[src/rtl/joybus_tx.sv]
// joybus_tx -- host-side Joybus command transmitter.
//
// Serialises a 1-3 byte console command MSB first onto the open-drain
// controller line, appends the short console stop-bit low phase, then
// releases the line. In the release cycle it pulses rx_start so the Joybus
// receiver takes over the line and captures the controller's reply.
//
// Bit encoding (period 4*CYC_US clocks):
//   '0' -> 3*CYC_US low, CYC_US high
//   '1' -> CYC_US low, 3*CYC_US high
// The stop bit is CYC_US low. Its 2 us high tail is left to the pull-up and
// the receiver.
//
// Ports:
//   clk        in   system clock (single domain)
//   rst        in   synchronous active-high reset
//   tx_start   in   one-cycle request, sampled only while idle
//   tx_len     in   command length in bytes (0-3); 0 sends the stop bit only
//   tx_data    in   command bytes, left-aligned, tx_data[23] sent first
//   JB_TX_low  out  registered; 1 = pull the line low, 0 = release
//   tx_busy    out  high from the accept edge until the return to idle
//   tx_done    out  one-cycle pulse when the stop-bit low phase ends
//   rx_start   out  one-cycle pulse, coincident with tx_done
module joybus_tx #(
  parameter int CYC_US = 25
) (
  input  logic        clk,
  input  logic        rst,
  input  logic        tx_start,
  input  logic [1:0]  tx_len,
  input  logic [23:0] tx_data,
  output logic        JB_TX_low,
  output logic        tx_busy,
  output logic        tx_done,
  output logic        rx_start
);

  localparam int BIT_CYC = 4 * CYC_US;
  localparam int PH_W    = $clog2(BIT_CYC);

  // Phase-counter values at which each phase ends (last cycle of the phase).
  localparam logic [PH_W-1:0] PH_ZERO      = PH_W'(0);
  localparam logic [PH_W-1:0] PH_ONE       = PH_W'(1);
  localparam logic [PH_W-1:0] PH_SHORT_END = PH_W'(CYC_US - 1);
  localparam logic [PH_W-1:0] PH_LONG_END  = PH_W'(3 * CYC_US - 1);
  localparam logic [PH_W-1:0] PH_BIT_END   = PH_W'(BIT_CYC - 1);

  typedef enum logic [1:0] {
    IDLE     = 2'd0,
    LOW      = 2'd1,
    HIGH     = 2'd2,
    STOP_LOW = 2'd3
  } state_t;

  state_t            state_r;
  logic [23:0]       shift_r;
  logic [5:0]        bit_cnt_r;
  logic [PH_W-1:0]   phase_r;
  logic [PH_W-1:0]   low_end_s;

  // A '1' bit has the short low phase, a '0' bit the long one.
  assign low_end_s = shift_r[23] ? PH_SHORT_END : PH_LONG_END;

  // Transmit sequencer with registered line drive and status pulses.
  always_ff @(posedge clk) begin
    if (rst) begin
      state_r   <= IDLE;
      shift_r   <= 24'd0;
      bit_cnt_r <= 6'd0;
      phase_r   <= PH_ZERO;
      JB_TX_low <= 1'b0;
      tx_busy   <= 1'b0;
      tx_done   <= 1'b0;
      rx_start  <= 1'b0;
    end else begin
      // Pulses are high for one cycle only; the STOP_LOW exit re-asserts them.
      tx_done  <= 1'b0;
      rx_start <= 1'b0;

      case (state_r)
        IDLE: begin
          if (tx_start) begin
            shift_r   <= tx_data;
            bit_cnt_r <= {1'b0, tx_len, 3'b000};
            phase_r   <= PH_ZERO;
            // Both LOW and STOP_LOW start with the line pulled low, so the
            // drive goes active on the accept edge itself.
            JB_TX_low <= 1'b1;
            tx_busy   <= 1'b1;
            if (tx_len != 2'd0) begin
              state_r <= LOW;
            end else begin
              state_r <= STOP_LOW;
            end
          end else begin
            JB_TX_low <= 1'b0;
            tx_busy   <= 1'b0;
          end
        end

        LOW: begin
          // The phase counter spans the whole bit, so it keeps counting
          // through the low-to-high transition.
          phase_r <= phase_r + PH_ONE;
          if (phase_r == low_end_s) begin
            JB_TX_low <= 1'b0;
            state_r   <= HIGH;
          end else begin
            JB_TX_low <= 1'b1;
          end
        end

        HIGH: begin
          if (phase_r == PH_BIT_END) begin
            shift_r   <= {shift_r[22:0], 1'b0};
            bit_cnt_r <= bit_cnt_r - 6'd1;
            phase_r   <= PH_ZERO;
            // Next bit (or the stop bit) begins low with no gap.
            JB_TX_low <= 1'b1;
            if (bit_cnt_r == 6'd1) begin
              state_r <= STOP_LOW;
            end else begin
              state_r <= LOW;
            end
          end else begin
            phase_r   <= phase_r + PH_ONE;
            JB_TX_low <= 1'b0;
          end
        end

        STOP_LOW: begin
          if (phase_r == PH_SHORT_END) begin
            // Release the line and hand it to the receiver in the same cycle.
            phase_r   <= PH_ZERO;
            JB_TX_low <= 1'b0;
            tx_busy   <= 1'b0;
            tx_done   <= 1'b1;
            rx_start  <= 1'b1;
            state_r   <= IDLE;
          end else begin
            phase_r   <= phase_r + PH_ONE;
            JB_TX_low <= 1'b1;
          end
        end

        default: begin
          state_r   <= IDLE;
          phase_r   <= PH_ZERO;
          JB_TX_low <= 1'b0;
          tx_busy   <= 1'b0;
        end
      endcase
    end
  end

endmodule
[config.mk]
export PLATFORM = sky130hd
export DESIGN_NAME = joybus_tx
export DESIGN_NICKNAME = d
export VERILOG_FILES = /design/src/rtl/joybus_tx.sv
export SDC_FILE = /design/constraint.sdc
export NUM_CORES = 1
export LEC_CHECK = 0
export ABC_CLOCK_PERIOD_IN_PS = 1800
export BUFFER_PORTS_ARGS = -buffer_cell sky130_fd_sc_hd__buf_2
export CAP_MARGIN = 10
export CORE_MARGIN = 3
export CORE_UTILIZATION = 45
export CTS_CLUSTER_DIAMETER = 120
export DETAILED_ROUTE_END_ITERATION = 8
export MAX_ROUTING_LAYER = met4
export PLACE_DENSITY = 0.69
export SLEW_MARGIN = 20
export SYNTH_ARGS = -nofsm -noshare
export SYNTH_HDL_FRONTEND = slang
export SYNTH_SLANG_ARGS = --single-unit
[constraint.sdc]
create_clock -name clk -period 1.8 [get_ports clk]
set_clock_uncertainty 0.15 [all_clocks]
set_input_delay 0.18 -clock clk [delete_from_list [all_inputs] [get_ports clk]]
set_output_delay 0.18 -clock clk [all_outputs]
set_load 0.05 [all_outputs]
==> results.md <==
- Max stage delay on crit path: around 0.39 ns
- Die width: ~75 µm
- Routed WL: ~5000 µm
- Antenna Cells: 0
- Num Clock Sinks: 42
- Sequential share of the synthesized area: 0.3912
- Largest fanout on the critical path: 7
- Vias per cell: 5.511
- Slowest cell on crit path: a31oi_2
- CTS clk-pin slew, worst paths: 0.08 ns
- Final Hold Viols: 0
- Yosys warnings: 0
- Worst ir drop on vdd: about 0.73 mV
- Dpl ws: around 0.077 ns
- Max-slew violation total from the final report: 0
- Cts bufs inserted: 5
- Core Area: about 4500 µm²
- Worst-margin pin slew: between 0.4 and 0.5 ns
- Hold Path Sink: shift_r[15]
- Worst Path Required: about 1.9 ns
- Hold Crit Start: tx_data[15]
- Post-route insts no fill: 370
- Wire per inst: between 10 and 15 µm
- Antenna violations before repair: 0
- Yosys top cell by area: dfxtp_1
- Final setup violation count: 0
- Status: finished clean
- RSZ-0062 raised after global routing: yes
- Synth Net Count: a little under 300
- R2R setup slack: roughly 0.074 ns
- Max_slew headroom: 0.7123
- Grt ovf: 0
- Grt met2 use: 0.2988
- Kind of start point of the critical path: flop
- Reg2reg start: phase_r[0]
- Nets: about 350
- Synth Area per Inst: 8.142 µm²
- Hold WS: 0.0006774 ns
- First-pass GRT wire length: 8224 µm
- GP Congestion: around 0.86
- Grt peak-use layer: met2
- Netlist cell types: 43
- R2r endpoint: bit_cnt_r[1]
- Root cell of the clock tree: clkbuf_8
- Area contributors post-synth: dfxtp_1, nand2_1, nor2_1
- GRT met3 Usage: 0.04940
- Layout cells sized above 1: 0.2453
- Iteration-0 DRC Markers: 124
- Final core utilization: 0.6046
- Final Cycle Share: 0.9587
- Net Sw Frac: 0.3627
- Initial Util: 0.4804
- Setup TNS: 0 ns
- I/O pins: 33
- Clock Latency Late Sink: about 0.3 ns
- Post-route ant nets: 0
- Crit path kind: flop to flop
- Tot Pwr: about 3.4 mW
- PD cells: ~1300 nW/µm²
- Post-synth top area share: 0.3912
- Worst reg2reg path depth: 6
- Comb pwr share: 0.398
- Post-Synthesis Cells: 264
- Crit path buf inv count: 1
- Crit path max-delay family: compound AO/OA/AOI/OAI gates
- GRT Total Usage: 0.1922
- Syn Std Cell Area: ~2100 µm²
- CTS tree: yes
- Port bufs: 32
- Worst Setup End Kind: flop
- Cell row count: 24
- Die Span Y: approximately 75 µm
- Post-synth EDFFs: 0
- FF+latch count, synth: 42
- Met1 capacity usage during global routing: 0.2508
- DRC Markers: 0
- Worst hold stages: 3
- Final instance area: about 2700 µm²
- H-tree depth: 2
- Die area: about 5600 µm²
- Clock Power Share: 0.229
- Sequential share of power: 0.373
- Total vias in the final route: just over 2,000
- Post-Place Cells: 350
- Final WS setup: about 0.074 ns
- Leakage: between 1 and 1.5 nW
- Switching Power: 1.231 mW
- Detail Placement HPWL: about 3300 µm
- Initial DRT Pass Iterations: 4
- Ys async rst share: 0
- Worst hold path class: input pin to flop
- Clk buf depth: 2
- Number of global-route vias before repair: approximately 1,800
- Area after DPL: 2442 µm²
- Fmax: slightly below 600 MHz
- Area grow syn2layout: 25.84%
- Final min period: 1.726 ns
- Crit-path cells: ha_1 > and4bb_4 > a31oi_2 > buf_4 > nand2_1 > a21oi_1
- Largest net degree at the start of global routing: 39
- Ys flop type: dfxtp_1
- Max cap viols: 0
- Internal: 2.163 mW
- Worst EP arrival: 1.80 ns
==> sequential cells by signal (all words and copies together) (netlist names) <==
register	cells
bit_cnt_r	6
JB_TX_low	1
state_r	2
tx_busy	1
shift_r	24
rx_start	1
phase_r	7
==> layout make-up <==
class                   count  area, µm²
clock buffers               6      82.58
inverters                   9      33.78
clock inverters             1      30.03
fillers                   394       1769
multi-input cells         194       1172
flip-flops and latches     42      842.1
repair buffers             66      479.2
well taps                  52      65.06
==> routing by layer <==
layer,up-vias,wire [µm]
li1,1053,-
met5,-,0
met3,4,200
met4,0,27
met2,41,2289
met1,941,2504
==> repair_timing <==
| action | CTS | global route |
|---|---|---|
| endpoints found under the setup margin | 0 | 16 |
| setup buffers | 0 | 0 |
| resized for setup | 0 | 3 |
| hold buffers | 12 | 0 |
| endpoints found under the hold margin | 12 | 0 |
==> how the worst max path moves through the flow <==
stage	cells past startpoint	start	end
after floorplan	5	phase_r[1]	bit_cnt_r[1]
after global placement	5	phase_r[0]	bit_cnt_r[1]
after detailed placement	6	phase_r[0]	shift_r[15]
after CTS	6	phase_r[0]	shift_r[17]
after global routing	6	phase_r[0]	bit_cnt_r[1]
final	6	phase_r[0]	bit_cnt_r[1]
==> worst min-delay path, cell delays in order <==
cell	delay, ns
buf_2	0.09
nand2_1	0.05
a311oi_1	0.08
==> cell usage after synthesis (all sizes together), types with 2 or more instances <==
library cell	instances
nor2b	3
nor2	36
dfxtp	42
nand2	64
a31oi	3
nor3	6
o211ai	2
nand4	3
nand3	8
a32oi	2
clkbuf	8
or3	4
nor4	2
o21a	3
a21oi	6
o22ai	2
o2111ai	4
a22oi	2
nor4bb	2
buf	11
inv	9
nor3b	2
ha	4
a311oi	23
==> cell usage in the layout (no fill, tap or decap), types with 2 or more instances in the layout <==
| cell | n |
|---|---|
| nand2_1 | 64 |
| dfxtp_1 | 41 |
| nor2_1 | 36 |
| buf_2 | 32 |
| buf_4 | 19 |
| a311oi_1 | 15 |
| dlygate4sd3_1 | 12 |
| inv_1 | 8 |
| a311oi_2 | 8 |
| nand3_1 | 8 |
| nor3_1 | 6 |
| clkbuf_8 | 6 |
| a21oi_1 | 5 |
| o2111ai_1 | 4 |
| or3_1 | 4 |
| ha_1 | 4 |
| o21a_1 | 3 |
| nand4_1 | 3 |
| nor2b_1 | 2 |
| nor4_1 | 2 |
| a22oi_1 | 2 |
| nor4bb_1 | 2 |
| o22ai_1 | 2 |
| a32oi_1 | 2 |
| a31oi_1 | 2 |
| o211ai_1 | 2 |
==> power groups by stage <==
stage               clock network [mW]  registers (mW)  logic [mW]
global placement                     0            1.28        1.26
floorplan                            0            1.28       0.932
CTS                              0.787            1.26        1.30
finish                           0.776            1.27        1.35
global route                     0.825            1.29        1.51
detailed placement                   0            1.28        1.28
==> cells by family after synthesis <==
family,synth area share
simple gates,0.2858
mux,0.009895
compound gates,0.2253
buf+inv,0.06461
fa+ha+maj,0.02328
flops,0.3912
Note: power is estimated with default switching activity, not from simulation.
